==> src/rtl/hsv2rgb_if.sv <==
// Pixel stream bundle for the HSV-to-RGB decoder: input pixel/sideband and converted output.
// The bypass signal exists only when HSV2RGB_BYPASS_EN is defined.
interface hsv2rgb_if;
    localparam int unsigned PIX_W = 24;

    logic             in_valid;
    logic [PIX_W-1:0] pixel_in;
    logic [PIX_W-1:0] pass_in;
    logic             out_valid;
    logic [PIX_W-1:0] pixel_out;
    logic [PIX_W-1:0] pass_thru;
`ifdef HSV2RGB_BYPASS_EN
    logic             bypass;

    modport master (output in_valid, pixel_in, pass_in, bypass,
                    input  out_valid, pixel_out, pass_thru);
    modport slave  (input  in_valid, pixel_in, pass_in, bypass,
                    output out_valid, pixel_out, pass_thru);
`else
    modport master (output in_valid, pixel_in, pass_in,
                    input  out_valid, pixel_out, pass_thru);
    modport slave  (input  in_valid, pixel_in, pass_in,
                    output out_valid, pixel_out, pass_thru);
`endif
endinterface

==> src/rtl/hsv2rgb.sv <==
// Three-stage pipelined HSV-to-RGB decoder with a matched-latency sideband word.
// Optional feature: define HSV2RGB_BYPASS_EN to add a per-pixel bypass that passes pixel_in through raw.
module hsv2rgb (
    input  logic     clk,
    input  logic     rst,
    hsv2rgb_if.slave bus
);
    localparam int unsigned PIX_W = 24;
    localparam int unsigned CH_W  = 8;
    localparam int unsigned HUE_W = 9;
    localparam int unsigned K_W   = 3;
    localparam int unsigned F_W   = 6;
    localparam int unsigned VS_W  = 16;
    localparam int unsigned UP_W  = 24;
    localparam logic [HUE_W-1:0] HUE_WRAP = HUE_W'(360);

    // Stage 1 combinational: hue wrap, sector/fraction, chroma
    logic [HUE_W-1:0] hue;
    logic [HUE_W-1:0] hw;
    logic [K_W-1:0]   k_c;
    logic [F_W-1:0]   f_c;
    logic [CH_W-1:0]  v_c;
    logic [CH_W-1:0]  s8;
    logic [CH_W-1:0]  c_c;

    always_comb begin
        hue = bus.pixel_in[23:15];
        hw  = (hue >= HUE_WRAP) ? hue - HUE_WRAP : hue;
        k_c = '0;
        f_c = F_W'(hw);
        if (hw >= HUE_W'(300)) begin
            k_c = K_W'(5); f_c = F_W'(hw - HUE_W'(300));
        end else if (hw >= HUE_W'(240)) begin
            k_c = K_W'(4); f_c = F_W'(hw - HUE_W'(240));
        end else if (hw >= HUE_W'(180)) begin
            k_c = K_W'(3); f_c = F_W'(hw - HUE_W'(180));
        end else if (hw >= HUE_W'(120)) begin
            k_c = K_W'(2); f_c = F_W'(hw - HUE_W'(120));
        end else if (hw >= HUE_W'(60)) begin
            k_c = K_W'(1); f_c = F_W'(hw - HUE_W'(60));
        end
        v_c = bus.pixel_in[7:0];
        s8  = {bus.pixel_in[14:8], bus.pixel_in[14]};
        c_c = CH_W'((VS_W'(v_c) * VS_W'(s8) + VS_W'(v_c)) >> 8);
    end

    logic             s1_valid;
    logic [K_W-1:0]   s1_k;
    logic [F_W-1:0]   s1_f;
    logic [CH_W-1:0]  s1_v;
    logic [CH_W-1:0]  s1_c;
    logic [PIX_W-1:0] s1_pass;

    // Stage 2 combinational: ramp and minimum
    logic [CH_W-1:0] up_c;
    logic [CH_W-1:0] m_c;

    always_comb begin
        up_c = CH_W'((UP_W'(s1_c) * UP_W'(s1_f) * UP_W'(1093)) >> 16);
        m_c  = s1_v - s1_c;
    end

    logic             s2_valid;
    logic [K_W-1:0]   s2_k;
    logic [CH_W-1:0]  s2_c;
    logic [CH_W-1:0]  s2_up;
    logic [CH_W-1:0]  s2_m;
    logic [PIX_W-1:0] s2_pass;

`ifdef HSV2RGB_BYPASS_EN
    logic             s1_byp;
    logic             s2_byp;
    logic [PIX_W-1:0] s1_raw;
    logic [PIX_W-1:0] s2_raw;
`endif

    // Stage 3 combinational: sector channel select plus offset
    logic [CH_W-1:0]  dn;
    logic [CH_W-1:0]  r_c;
    logic [CH_W-1:0]  g_c;
    logic [CH_W-1:0]  b_c;
    logic [PIX_W-1:0] rgb_c;

    always_comb begin
        dn  = s2_c - s2_up;
        r_c = '0;
        g_c = '0;
        b_c = '0;
        case (s2_k)
            K_W'(0): begin r_c = s2_c;  g_c = s2_up; end
            K_W'(1): begin r_c = dn;    g_c = s2_c;  end
            K_W'(2): begin g_c = s2_c;  b_c = s2_up; end
            K_W'(3): begin g_c = dn;    b_c = s2_c;  end
            K_W'(4): begin r_c = s2_up; b_c = s2_c;  end
            K_W'(5): begin r_c = s2_c;  b_c = dn;    end
            default: ;
        endcase
        rgb_c = {r_c + s2_m, g_c + s2_m, b_c + s2_m};
`ifdef HSV2RGB_BYPASS_EN
        if (s2_byp) rgb_c = s2_raw;
`endif
    end

    always_ff @(posedge clk) begin
        if (rst) begin
            s1_valid      <= 1'b0;
            s1_k          <= '0;
            s1_f          <= '0;
            s1_v          <= '0;
            s1_c          <= '0;
            s1_pass       <= '0;
            s2_valid      <= 1'b0;
            s2_k          <= '0;
            s2_c          <= '0;
            s2_up         <= '0;
            s2_m          <= '0;
            s2_pass       <= '0;
            bus.out_valid <= 1'b0;
            bus.pixel_out <= '0;
            bus.pass_thru <= '0;
`ifdef HSV2RGB_BYPASS_EN
            s1_byp        <= 1'b0;
            s2_byp        <= 1'b0;
            s1_raw        <= '0;
            s2_raw        <= '0;
`endif
        end else begin
            s1_valid      <= bus.in_valid;
            s1_k          <= k_c;
            s1_f          <= f_c;
            s1_v          <= v_c;
            s1_c          <= c_c;
            s1_pass       <= bus.pass_in;
            s2_valid      <= s1_valid;
            s2_k          <= s1_k;
            s2_c          <= s1_c;
            s2_up         <= up_c;
            s2_m          <= m_c;
            s2_pass       <= s1_pass;
            bus.out_valid <= s2_valid;
            if (s2_valid) begin
                bus.pixel_out <= rgb_c;
                bus.pass_thru <= s2_pass;
            end
`ifdef HSV2RGB_BYPASS_EN
            s1_byp        <= bus.bypass;
            s2_byp        <= s1_byp;
            s1_raw        <= bus.pixel_in;
            s2_raw        <= s1_raw;
`endif
        end
    end
endmodule

==> src/flat_wrapper.sv <==
// flat-port wrapper written by rule: the top's interface ports become plain ports
module hsv2rgb_flat 
  (clk, rst, bus_in_valid, bus_pixel_in, bus_pass_in, bus_out_valid, bus_pixel_out, bus_pass_thru);
  hsv2rgb_if bus_i ();
  input  logic clk;
  input  logic rst;
  input wire logic [$bits(bus_i.in_valid)-1:0] bus_in_valid;
  input wire logic [$bits(bus_i.pixel_in)-1:0] bus_pixel_in;
  input wire logic [$bits(bus_i.pass_in)-1:0] bus_pass_in;
  output wire logic [$bits(bus_i.out_valid)-1:0] bus_out_valid;
  output wire logic [$bits(bus_i.pixel_out)-1:0] bus_pixel_out;
  output wire logic [$bits(bus_i.pass_thru)-1:0] bus_pass_thru;
  assign bus_i.in_valid = bus_in_valid;
  assign bus_i.pixel_in = bus_pixel_in;
  assign bus_i.pass_in = bus_pass_in;
  assign bus_out_valid = bus_i.out_valid;
  assign bus_pixel_out = bus_i.pixel_out;
  assign bus_pass_thru = bus_i.pass_thru;
  hsv2rgb u_core (.clk(clk), .rst(rst), .bus(bus_i));
endmodule
==> config.mk <==
export PLATFORM = sky130hd
export DESIGN_NAME = hsv2rgb_flat
export DESIGN_NICKNAME = d
export VERILOG_FILES = /design/src/rtl/hsv2rgb_if.sv /design/src/rtl/hsv2rgb.sv /design/src/flat_wrapper.sv
export SDC_FILE = /design/constraint.sdc
export NUM_CORES = 1
export LEC_CHECK = 0
export ABC_AREA = 1
export CORE_MARGIN = 4
export CORE_UTILIZATION = 30
export DETAILED_ROUTE_END_ITERATION = 10
export PLACE_DENSITY = 0.44
export SYNTH_ARGS = -nofsm -noshare
export SYNTH_HDL_FRONTEND = slang
export SYNTH_SLANG_ARGS = --single-unit
==> constraint.sdc <==
create_clock -name clk -period 17.9 [get_ports clk]
set_clock_uncertainty 0.15 [all_clocks]
set_input_delay 5.37 -clock clk [delete_from_list [all_inputs] [get_ports clk]]
set_output_delay 5.37 -clock clk [all_outputs]
set_load 0.02 [all_outputs]
==> results of run 1 <==
[where the power goes]
part | switching [mW] | internal [mW] | leakage [nW] | total (mW)
registers | 0.0484 | 0.374 | 1.25 | 0.422
clock network | 0.156 | 0.216 | 0.301 | 0.372
logic | 0.713 | 0.457 | 6.54 | 1.17
[sequential cells by signal, indices dropped and copies added (netlist names), 6 cells and up]
signal	cells
u_core.s1_v	8
u_core.s1_f	6
u_core.s2_pass	24
u_core.s2_up	8
u_core.bus.pass_thru	24
u_core.s1_c	8
u_core.s2_c	8
u_core.s1_pass	24
u_core.s2_m	8
u_core.bus.pixel_out	24
[worst max-delay path, stage by stage]
cell and delay, ns:
sky130_fd_sc_hd__clkdlybuf4s50_1 0.59, sky130_fd_sc_hd__nand2_1 0.14, sky130_fd_sc_hd__inv_1 0.09, sky130_fd_sc_hd__fa_1 0.53
sky130_fd_sc_hd__inv_1 0.05, sky130_fd_sc_hd__fa_1 0.50, sky130_fd_sc_hd__fa_1 0.52, sky130_fd_sc_hd__fa_1 0.54
sky130_fd_sc_hd__inv_1 0.04, sky130_fd_sc_hd__ha_1 0.34, sky130_fd_sc_hd__a21oi_1 0.18, sky130_fd_sc_hd__o21ai_0 0.11
sky130_fd_sc_hd__a21o_1 0.20, sky130_fd_sc_hd__nand2_1 0.08, sky130_fd_sc_hd__nand2_1 0.09, sky130_fd_sc_hd__nand2_1 0.11
sky130_fd_sc_hd__nand2_1 0.06, sky130_fd_sc_hd__nand2_1 0.07, sky130_fd_sc_hd__nand2_1 0.07, sky130_fd_sc_hd__nand2_1 0.06
sky130_fd_sc_hd__nand2_1 0.05, sky130_fd_sc_hd__nor2_1 0.08
[cell usage in the layout, fill, tap and decap left out, types with 3 or more instances in the layout]
master / n
sky130_fd_sc_hd__nor3_1: 4
sky130_fd_sc_hd__nand3b_1: 3
sky130_fd_sc_hd__a31oi_1: 3
sky130_fd_sc_hd__nand2_2: 11
sky130_fd_sc_hd__o21a_1: 3
sky130_fd_sc_hd__nand4_1: 8
sky130_fd_sc_hd__nand3_2: 4
sky130_fd_sc_hd__inv_6: 6
sky130_fd_sc_hd__a22oi_1: 11
sky130_fd_sc_hd__nand2_1: 275
sky130_fd_sc_hd__or2_2: 3
sky130_fd_sc_hd__inv_2: 3
sky130_fd_sc_hd__o21ai_0: 89
sky130_fd_sc_hd__o211ai_1: 7
sky130_fd_sc_hd__inv_8: 3
sky130_fd_sc_hd__xor2_1: 32
sky130_fd_sc_hd__fa_1: 79
sky130_fd_sc_hd__buf_4: 6
sky130_fd_sc_hd__nor2_1: 242
sky130_fd_sc_hd__dfxtp_1: 150
sky130_fd_sc_hd__ha_1: 168
sky130_fd_sc_hd__clkdlybuf4s50_1: 98
sky130_fd_sc_hd__nand2_4: 5
sky130_fd_sc_hd__o21bai_1: 8
sky130_fd_sc_hd__o221ai_1: 12
sky130_fd_sc_hd__nand3_1: 45
sky130_fd_sc_hd__a21oi_1: 81
sky130_fd_sc_hd__xnor2_1: 11
sky130_fd_sc_hd__a21o_1: 6
sky130_fd_sc_hd__inv_1: 384
sky130_fd_sc_hd__clkbuf_16: 17
[kinds of logic after synthesis]
group                    after synthesis  synth area share
AO/OA/AOI/OAI                        231             0.106
buffers and inverters                439             0.132
adder cells (fa/ha/maj)              247             0.294
AND/OR/NAND/NOR                      603             0.197
XOR/XNOR                              43            0.0301
flip-flops                           151             0.241
[cell type report]
class / instances / area (um^2) / area share
repair buffers: 104 / 1030 / 0.0700
flip-flops and latches: 151 / 3020 / 0.206
inverters: 389 / 1460 / 0.0998
clock buffers: 18 / 439 / 0.0300
multi-input cells: 1124 / 7860 / 0.536
clock inverters: 14 / 179 / 0.0122
well taps: 532 / 666 / 0.0454
[per-stage QoR]
step / utilization / hold WS (ns) / total power [mW] / cells / cell area (um^2)
after floorplan: - / 0.238 / 1.30 / 1714 / 12500
after global placement: 0.341 / 0.234 / 1.61 / 2300 / 14000
after detailed placement: 0.341 / 0.240 / 1.60 / 2300 / 14000
after CTS: 0.356 / 0.250 / 2.00 / 2332 / 14700
after global routing: 0.356 / 0.264 / 2.21 / 2332 / 14700
final: 0.356 / 0.245 / 1.96 / 2332 / 14700
[final timing paths]
check | slack [ns] | end | depth (start not counted)
min reg2reg | 0.24 | u_core.s2_pass[3] | 2
max | 8.25 | u_core.s1_c[4] | 22
min | 0.24 | u_core.s2_pass[3] | 2
max reg2reg | 11.01 | u_core.s2_up[7] | 34
[metal layers]
layer  global-route usage  part of all wire
met4               0.0240            0.0080
met2                0.235              0.48
met3               0.0173             0.023
met5                    0                 0
met1                0.192              0.49
==> impl_results.md, run 1 <==
* Area enclosed by the die boundary at between 40000 and 50000 um^2
* Count of input and output buffers at between 90 and 100
* Final count of hold timing violations at 0
* Vias at 10200
* Leakage dissipation at around 8 nW
* Dominant register cell in the synthesized netlist: sky130_fd_sc_hd__dfxtp_1
* Worst slack after detailed placement at ~8 ns
* Syn Nets at around 2000
* Crit path time final at about 9.7 ns
* Leftover overflow at the end of global routing at 0
* Number of antenna violations at the first check in global routing at 0
* Antenna cells at 0
* Largest net degree at the start of global routing at between 50 and 60
* Die Ht at between 200 and 250 um
* CP Class: primary input to flip-flop
* Cell type with the highest aggregate area in the netlist: sky130_fd_sc_hd__dfxtp_1
* Clock transition time at the flip-flop clock pins of the worst setup and hold paths at approximately 0.07 ns
* Result of the run: finished clean
* Starting density of the core at 0.305
* Clock latency on the worst-skew pair at around 0.42 ns
* Min-Delay Path Class: flip-flop to flip-flop
* List of most frequent post-synthesis cells: 384 x sky130_fd_sc_hd__inv_1, 275 x sky130_fd_sc_hd__nand2_1, 242 x sky130_fd_sc_hd__nor2_1, 168 x sky130_fd_sc_hd__ha_1, 151 x sky130_fd_sc_hd__dfxtp_1
* Initial drt markers at approximately 460
* EDFF count, synth at 0
* Final WS setup at between 8 and 9 ns
* Maximum clock path buffer count at 2
* Number of max-capacitance violations reported at 0
* Worst min-delay path startpoint: u_core.s1_pass[3]
* Routed wire length at 30600 um
* Final period utilization at 0.539
* Cell at the root of the clock tree: sky130_fd_sc_hd__clkbuf_16
* Detail-routed via count per cell at ~4.4
* Post-synthesis cell count at 1714
* Number of rows in the core area at 74
* Async S/R FF share, synth at 0
* Global-route wire length before repair at around 51000 um
* Mean routed wirelength per cell at roughly 13 um
* Number of resized instances in the post-cts repair step at 0
* Total setup buffers inserted after CTS at 0
* Peak supply drop at about 0.066 mV
* Number of buffers inserted by hold repair at cts at 0
* Detailed Routing Iterations Pass 1 at 5
* CTS Buf Count at 17
* Share of layout cells above drive strength 1 at 0.0411
* Final HPWL DP at 25000 um
* Final routed DRC violation total at 0
* Top cells by area, synth: sky130_fd_sc_hd__dfxtp_1 24%, sky130_fd_sc_hd__ha_1 17%, sky130_fd_sc_hd__fa_1 13%
* Required time worst endpoint at 18.11 ns
* Count of cell types in the netlist at between 40 and 50
* Setup violators final at 0
* # IOs at 100
* Net total in the final layout at roughly 2100
* Synthesized area at about 13000 um^2
* Kind of capture point of the worst setup path: flip-flop
* Remaining max-slew budget at the tightest pin at 0.323
* Startpoint class of the critical path: primary input
* Critical Path Fanout Max at 9
* H-tree levels at 4
* Most numerous cell in the Yosys netlist: sky130_fd_sc_hd__inv_1
* Worst Tran Pin Value at ~1.0 ns
* Core footprint at 41100 um^2
* Final TNS setup at 0 ns
* RSZ-0062 raised after global routing: no
* Worst setup path start: bus_pixel_in[1]
* Max-slew violations at 0
* Post-synthesis area per instance at 7.31 um^2
* Area share of the largest cell type after synthesis at 0.241
* Synthesis warning total at 0
* Beginning of the worst register-to-register path: u_core.s1_c[1]
* Area growth from synthesis to layout at 16.9%
* Weighted congestion at the end of routability-driven global placement at around 0.85
* Power density relative to cell area at about 130 nW/um^2
* Count of antenna-violating nets left after detailed routing at 0
* Layout fillers at roughly 4500
* Clock Sink Count at 151
* Crit path arrival time at 9.86 ns
* CTS tree: yes
* Achievable Freq at 104 MHz
* Total routing resource utilization after global routing at 0.138
* Count of state elements after synthesis at around 150
* Sequential share of the synthesized area at 0.241
* Horizontal die dimension at about 210 um
* Vias in the first global route at about 10000
Power figures use the tool's default switching activity.
==> inputs of run 2 (changes only) <==
- PLACE_DENSITY: 0.44 -> 0.45
- clock period: 17.9 -> 8.3 ns (I/O delays scaled with it)
==> run 2 against run 1 <==
  * Clock-buffer cell count unchanged
  * Sequential power is 120% higher
  * Register-to-register slack lost 9.6 ns
  * Total power rose by 120%
  * Critical path type is now flip-flop to flip-flop
  * Highest routed layer unchanged
==> impl_results.md, run 2 (same netlist as run 1, synthesis figures left out) <==
* Clock Sink Count at 151 (unchanged)
* Routed wire length at 31100 um (+1.7%)
* Max-slew violations at 0 (unchanged)
* Detail-routed via count per cell at 4.41 (+0.41%)
* Final HPWL DP at 25200 um (+1.1%)
* Count of placed standard cells in the final layout, fillers left out at 2333 (+0.043%)
* Maximum clock path buffer count at 2 (unchanged)
* Peak supply drop at 0.176 mV (+170%)
* Remaining max-slew budget at the tightest pin at 0.542 (+0.219)
* Core footprint at 41100 um^2 (unchanged)
* Crit path time final at between 6 and 7 ns
* Number of max-capacitance violations reported at 0 (unchanged)
* Endpoint of the lowest-slack register-to-register path: u_core.s2_up[7]
* Most frequent cell on the critical path: sky130_fd_sc_hd__nand2_1
* Detailed Routing Iterations Pass 1 at 5 (unchanged)
* Largest net degree at the start of global routing at 57 (unchanged)
* Leftover overflow at the end of global routing at 0 (unchanged)
* Critical Path Fanout Max at 9 (unchanged)
* Leakage dissipation at 8.08 nW (about the same)
* Antenna cells at 0 (unchanged)
* Fin Hold WS at 0.246 ns (+0.000947 ns)
* Global Route met3 Usage at 0.0155 (-0.00177)
* Grt met1 use at 0.192 (+0.000379)
* Capture endpoint of the worst hold path: u_core.s2_pass[22]
* # IOs at 100 (unchanged)
* Starting density of the core at 0.305 (unchanged)
* Min-Delay Path Class: flip-flop to flip-flop
* Initial drt markers at 565 (+22%)
* Most frequent standard cell in the layout excluding fill and tap cells: sky130_fd_sc_hd__inv_1
* Final period utilization at 0.827
* Die Ht at 212 um (unchanged)
* Required time worst endpoint at 8.46 ns (-9.65 ns)
* Number of rows in the core area at 74 (unchanged)
* Net total in the final layout at 2086 (+0.048%)
* Result of the run: finished clean
* Clock latency on the worst-skew pair at 0.42 ns (about the same)
* Most used cells in the layout excluding fill and tap cells: 384 x sky130_fd_sc_hd__inv_1, 275 x sky130_fd_sc_hd__nand2_1, 242 x sky130_fd_sc_hd__nor2_1
* Layout fillers at 4395 (-1.3%)
* Seq. cell area at 3020 um^2 (unchanged)
* Total routing resource utilization after global routing at 0.141 (+0.00263)
* Number of cells traversed by the worst register-to-register path at 30 (-12%)
* Crit path arrival time at 7.03 ns (-2.83 ns)
* Total power draw at 4.23 mW (+120%)
* Weighted congestion at the end of routability-driven global placement at 0.886 (+3.7%)
* Cell at the root of the clock tree: sky130_fd_sc_hd__clkbuf_16
* Kind of capture point of the worst setup path: flip-flop
* Beginning of the worst register-to-register path: u_core.s1_c[0]
* Mean routed wirelength per cell at 13.3 um (+1.7%)
* Count of antenna-violating nets left after detailed routing at 0 (unchanged)
* Vias at 10300 (+0.45%)
* Final cell utilization of the core at 0.356 (-0.000366)
* CP Class: flip-flop to flip-flop
* CTS Buf Count at 17 (unchanged)
* Maximum single-stage delay on the critical path at 0.62 ns (+0.03 ns)
* Worst Tran Pin Value at 0.681 ns (-0.334 ns)
* Multi-input gate area at 7860 um^2 (unchanged)
* Number of antenna violations at the first check in global routing at 0 (unchanged)
* Final count of hold timing violations at 0 (unchanged)
* Achievable Freq at 146 MHz
* Count of input and output buffers at 99 (unchanged)
* Final routed DRC violation total at 0 (unchanged)
* Horizontal die dimension at 212 um (unchanged)
* Area enclosed by the die boundary at 45100 um^2 (unchanged)
* Global-route wire length before repair at 51900 um (+1.7%)
* H-tree levels at 4 (unchanged)
* Number of buffers inserted by hold repair at cts at 0 (unchanged)
* Startpoint class of the critical path: flip-flop
* Worst min-delay path startpoint: u_core.s1_pass[22]
* Area growth from synthesis to layout at 16.8%
* Power density relative to cell area at 289 nW/um^2 (+120%)
* Setup violators final at 0 (unchanged)
* Total setup buffers inserted after CTS at 0 (unchanged)
* Final TNS setup at 0 ns (unchanged)
* FF-to-FF setup slack at 1.43 ns (-9.58 ns)
* CP max-delay cell: sky130_fd_sc_hd__dfxtp_1
* Instance count along the most critical hold path at 2 (unchanged)
* CTS tree: yes
* Share of layout cells above drive strength 1 at 0.0416 (+0.000532)
* Number of resized instances in the post-cts repair step at 0 (unchanged)
* Vias in the first global route at 10300 (+2.7%)
* RSZ-0062 raised after global routing: no
* Instance count after placement with tap cells included at 2301 (+0.043%)
* Clock transition time at the flip-flop clock pins of the worst setup and hold paths at 0.07 ns (about the same)
* GRT busiest layer: met2
* Routing usage on met2 at 0.245 (+0.0100)
run 2: cell count changes in the layout (fill, tap and decap cells not counted), sizes merged:
cell / delta
bufinv: -1
buf: +1
clkinvlp: +1
run 2: area by class of cell:
type | count | share of cell area
timing repair buffer | 105 | 0.0706
inverter | 389 | 0.0999
clock buffer | 18 | 0.0300
multi-input combinational | 1124 | 0.537
tap | 532 | 0.0455
sequential | 151 | 0.207
clock inverter | 14 | 0.0107
run 2: through the flow:
step	setup WS, ns	area [um^2]
6_report	1.43	14600
5_1_grt	0.860	14600
4_1_cts	1.32	14600
3_5_place_dp	1.10	14000
3_3_place_gp	1.14	14000
2_1_floorplan	1.86	12500
run 2: routing by layer:
metal / wire length, um / share of wire
met1: 15100 / 0.49
met2: 15100 / 0.48
met3: 733 / 0.024
met4: 238 / 0.0076
met5: 0 / 0
run 2: worst max-delay path: cells and delay by family (launching register included):
family | cells | cell delay, ns
buf+inv | 3 | 0.16
fa+ha+maj | 9 | 3.49
xor+xnor | 2 | 0.59
compound gates | 1 | 0.28
flops | 1 | 0.62
simple gates | 15 | 1.45
run 2: worst max path at each step:
| stage | start | end | slack [ns] | cells after the start |
|---|---|---|---|---|
| after floorplan | bus_pixel_in[1] | u_core.s1_c[4] | 1.86 | 21 |
| after global placement | bus_pixel_in[1] | u_core.s1_c[4] | 1.14 | 22 |
| after detailed placement | bus_pixel_in[1] | u_core.s1_c[4] | 1.10 | 22 |
| after CTS | u_core.s1_c[0] | u_core.s2_up[7] | 1.32 | 30 |
| after global routing | u_core.s1_c[0] | u_core.s2_up[7] | 0.86 | 28 |
| final | u_core.s1_c[0] | u_core.s2_up[7] | 1.43 | 30 |
run 2: report_power, final:
part | internal [mW] | switching [mW]
registers | 0.807 | 0.103
logic | 0.988 | 1.55
clock network | 0.437 | 0.343
total | 2.23 | 2.00
==> RTL edit 1 (settings of run 2) <==
Set the localparam `F_W` to 5 (it was 6).
--- a/src/rtl/hsv2rgb.sv
+++ b/src/rtl/hsv2rgb.sv
@@ -9,7 +9,7 @@
     localparam int unsigned CH_W  = 8;
     localparam int unsigned HUE_W = 9;
     localparam int unsigned K_W   = 3;
-    localparam int unsigned F_W   = 6;
+    localparam int unsigned F_W   = 5;
     localparam int unsigned VS_W  = 16;
     localparam int unsigned UP_W  = 24;
     localparam logic [HUE_W-1:0] HUE_WRAP = HUE_W'(360);
Formal check against the unedited RTL: not equivalent (a bounded check fails within 4 cycles, from zero or initial values and one cycle with rst high).
==> RTL edit 1 against run 2 <==
Die area shrank 5.4%. Routed wire length shrank 7.2%. Setup slack lost 180 ps. Sequential share of layout area grew 0.88 points. First-iteration DRC count shrank 32%. Area after synthesis shrank 5.6%. Final cell count shrank 5.1%. Power shrank 11%. Synthesized cell count shrank 6.2%. Sequential cell count shrank 1. Cell area shrank 4.8%. Combinational power shrank 19%. Critical path type unchanged. Critical endpoint unchanged. Largest power group unchanged.
==> RTL edit 1: results (changes against run 2) <==
==============================================================================
Net count of the mapped netlist                                           1891   -6.0%
Pin count of the biggest net entering global routing                        86   +51%
Crit Path Max Fanout                                                         7   -2
Drt total wl                                                          28900 µm   -7.2%
Endpoint, Worst Hold                                              u_core.s2_pass[16]
Count of cells along the worst hold path                                     2   unchanged
Register-to-register setup slack                                       1260 ps   -180 ps
Vias in the first global route                                            9720   -5.5%
Peak supply drop                                                    0.000154 V   -13%
Relative max-transition margin                                           37.2%   -17 points
Overall via count from detail_route                                       9838   -4.3%
Launch instance of the worst min-delay path                       u_core.s1_pass[16]
Critical path's largest stage delay                                     580 ps   -40 ps
Minimum setup slack after placement                                    1010 ps   -95.0 ps
Global-route total usage across every layer                              13.9%   -0.22 points
FF-to-FF path depth                                                         35   +17%
Top cells by area in the synthesized netlist                      sky130_fd_sc_hd__dfxtp_1, sky130_fd_sc_hd__ha_1, sky130_fd_sc_hd__fa_1, sky130_fd_sc_hd__inv_1, sky130_fd_sc_hd__nand2_1
HPWL after detailed placement                                         23200 µm   -8.2%
Number of nets in the final layout                                        1967   -5.7%
Count of fill cells added during filler insertion                         4099   -6.7%
Startpoint of the worst-slack reg-to-reg timing path              u_core.s1_c[1]
Pleak                                                                  7.40 nW   -8.4%
Cell area reported after detailed placement                          13300 µm²   -5.2%
Hold WS                                                                 251 ps   +4.69 ps
Run status                                                        finished clean
Number of different library cells in the post-synthesis netlist             42   +2.4%
Portion of the post-synthesis area used by sequential elements           25.4%   +1.3 points
==============================================================================
[RTL edit 1: changes by cell type after synthesis, moves of 5 or more]
cell and delta:
sky130_fd_sc_hd__clkbuf_1 -10, sky130_fd_sc_hd__inv_1 -63, sky130_fd_sc_hd__ha_1 -7, sky130_fd_sc_hd__o221ai_1 -5, sky130_fd_sc_hd__xor2_1 -8, sky130_fd_sc_hd__fa_1 -7
sky130_fd_sc_hd__nor2_1 -10, sky130_fd_sc_hd__a21oi_1 +11
[RTL edit 1: layout make-up]
class	count	share of cell area, %
Clock buffer	20	3.28
Multi-Input combinational cell	1085	53.2
Tap cell	518	4.65
Inverter	324	8.72
Sequential cell	150	21.5
Clock inverter	12	1.20
Timing Repair Buffer	105	7.41
[RTL edit 1: kinds of logic after synthesis]
| group | share of synthesized area [%] |
|---|---|
| compound gates | 10.9 |
| xor+xnor | 2.66 |
| flops | 25.4 |
| simple gates | 19.9 |
| fa+ha+maj | 29.2 |
| buf+inv | 12.0 |
[RTL edit 1: worst max-delay path by stage]
stage	start	slack, ps	to
2_1_floorplan	bus_pixel_in[2]	1890	u_core.s1_c[6]
3_3_place_gp	bus_pixel_in[14]	1030	u_core.s1_c[6]
3_5_place_dp	bus_pixel_in[14]	1010	u_core.s1_c[6]
4_1_cts	u_core.s1_c[1]	1140	u_core.s2_up[7]
5_1_grt	u_core.s1_c[1]	660	u_core.s2_up[7]
6_report	u_core.s1_c[1]	1260	u_core.s2_up[7]
[RTL edit 1: power breakdown]
| group | leakage, nW | switching, mW | internal, mW | total, mW |
|---|---|---|---|---|
| registers | 1.24 | 0.0958 | 0.799 | 0.895 |
| clock network | 0.295 | 0.313 | 0.494 | 0.807 |
| logic | 5.87 | 1.24 | 0.808 | 2.05 |
| total | 7.40 | 1.65 | 2.10 | 3.75 |
[RTL edit 1: per-layer routing]
metal | part of all wire, % | wire (µm) | track usage [%]
met5 | 0 | 0 | 0
met3 | 2.9 | 841 | 2.30
met2 | 48 | 13900 | 24.1
met4 | 1.3 | 389 | 3.02
met1 | 48 | 13700 | 18.2
[RTL edit 1: worst max-delay path, delay by kind of cell, from the launching register on]
kind	cells	cell delay, ps
buffers and inverters	5	270
AO/OA/AOI/OAI	6	1330
AND/OR/NAND/NOR	16	1560
flip-flops	1	580
adder cells (fa/ha/maj)	8	3040
[RTL edit 1: through the flow]
| step | util, % | std cells |
|---|---|---|
| CTS | 35.9 | 2214 |
| global placement | 34.3 | 2182 |
| detailed placement | 34.3 | 2182 |
| global route | 35.9 | 2214 |
| finish | 35.9 | 2214 |
| floorplan | - | 1607 |
==> RTL edit 2 (settings of run 2) <==
Without the edit above. Make the reset (`rst`) asynchronous in one clocked block.
--- a/src/rtl/hsv2rgb.sv
+++ b/src/rtl/hsv2rgb.sv
@@ -101,7 +101,7 @@
 `endif
     end
 
-    always_ff @(posedge clk) begin
+    always_ff @(posedge clk or posedge rst) begin
         if (rst) begin
             s1_valid      <= 1'b0;
             s1_k          <= '0;
Behaviour: not the same (a bounded check fails within 4 cycles, from zero or initial values and one cycle with rst high; the reset may be asserted at any time).
==> RTL edit 2 against run 2 <==
Die area decreased by 1.2%. Setup slack improved by 21 ps. Routed wire length decreased by 8.9%. Area after synthesis decreased by 1.3%. Non-clock buffer count decreased by 4. Sequential share of layout area increased by 5.4 points. Via count decreased by 9.7%. Sequential cell count unchanged. Cell area decreased by 0.82%. Critical endpoint is now u_core.s2_up[7].
Power is not shown: default switching activity piles up to over one toggle a cycle in this logic, so the estimate is an artifact.
==> RTL edit 2: results (changes against run 2) <==
================================================================================
Critical path endpoint                                              u_core.s2_up[7]
Fraction of final layout cells with drive strength greater than 1          3.74%   -0.43 points
Pre-Repair DR Iteration Count                                                  6   +1
Commonest cells in the synthesized netlist                          sky130_fd_sc_hd__nand2_1, sky130_fd_sc_hd__inv_1, sky130_fd_sc_hd__ha_1, sky130_fd_sc_hd__dfrtp_1, sky130_fd_sc_hd__fa_1
Endpoint, Worst Hold                                                u_core.s2_valid
Number of different library cells in the post-synthesis netlist               43   +4.9%
Global-route total usage across every layer                                13.1%   -1.0 points
Run status                                                          finished clean
Startpoint of the worst-slack reg-to-reg timing path                u_core.s1_c[1]
FF-to-FF path depth                                                           29   -3.3%
Number of cells in the finished layout apart from fillers                   2111   -9.5%
Global-route wire length before repair                                  47700 µm   -8.1%
Max stage delay cell, worst path                                    sky130_fd_sc_hd__fa_1
Critical path's largest stage delay                                       540 ps   -80 ps
HPWL after detailed placement                                           22700 µm   -9.9%
Count of cells along the worst hold path                                       0   -2
Routability congestion estimate from global placement                      0.840   -5.2%
Relative max-transition margin                                             30.2%   -24 points
Shortest clock period the worst path allows after layout                 6840 ps   -20.9 ps
Drt total wl                                                            28400 µm   -8.9%
Top cells by area in the synthesized netlist                        sky130_fd_sc_hd__dfrtp_1, sky130_fd_sc_hd__ha_1, sky130_fd_sc_hd__fa_1, sky130_fd_sc_hd__nand2_1, sky130_fd_sc_hd__inv_1
Launch instance of the worst min-delay path                         u_core.s1_valid
Pin count of the biggest net entering global routing                          85   +49%
Vias in the first global route                                              9360   -9.0%
Net count of the mapped netlist                                             1777   -12%
Gate count after technology mapping                                         1478   -14%
Hold WS                                                                   191 ps   -54.6 ps
Starting DRT DRC Count                                                       506   -10%
Minimum setup slack after placement                                      1220 ps   +120 ps
WP data arrival                                                          7010 ps   -20 ps
Number of nets in the final layout                                          1865   -11%
Overall via count from detail_route                                         9287   -9.7%
================================================================================
RTL edit 2: area by class of cell:
class	instances	area, µm²
sequential	151	3780
clock inverter	14	163
inverter	308	1160
fill	4262	26300
timing repair buffer	101	1010
tap	532	666
multi-input combinational	987	7310
clock buffer	18	439
RTL edit 2: cell families after synthesis:
logic type / share of synthesized area [%]
AOI/OAI and AO/OA: 8.11
xor gates and xnor gates: 3.88
adders and majority gates: 29.9
buffers and inverters: 10.4
DFF: 30.5
and+or+nand+nor: 17.2
RTL edit 2: per-stage QoR:
stage | cell area, µm² | utilization (%)
after floorplan | 12400 | -
after global placement | 13900 | 34.1
after detailed placement | 13900 | 34.1
after CTS | 14500 | 35.6
after global routing | 14500 | 35.6
final | 14500 | 35.6
RTL edit 2: worst max-delay path, delay by kind of cell, from the launching register on:
family / cells / cell delay, ps
buffers and inverters: 6 / 400
AOI/OAI and AO/OA: 6 / 1060
DFF: 1 / 500
and+or+nand+nor: 5 / 500
adders and majority gates: 9 / 3500
xor gates and xnor gates: 3 / 620
RTL edit 2: routing by layer:
| layer | vias up | GRT usage, % | share of wire (%) |
|---|---|---|---|
| met3 | 18 | 2.14 | 3.1 |
| met2 | 136 | 21.9 | 48 |
| met5 | - | 0 | 0 |
| met1 | 4363 | 18.1 | 48 |
| met4 | 0 | 2.55 | 0.88 |
| li1 | 4770 | - | - |
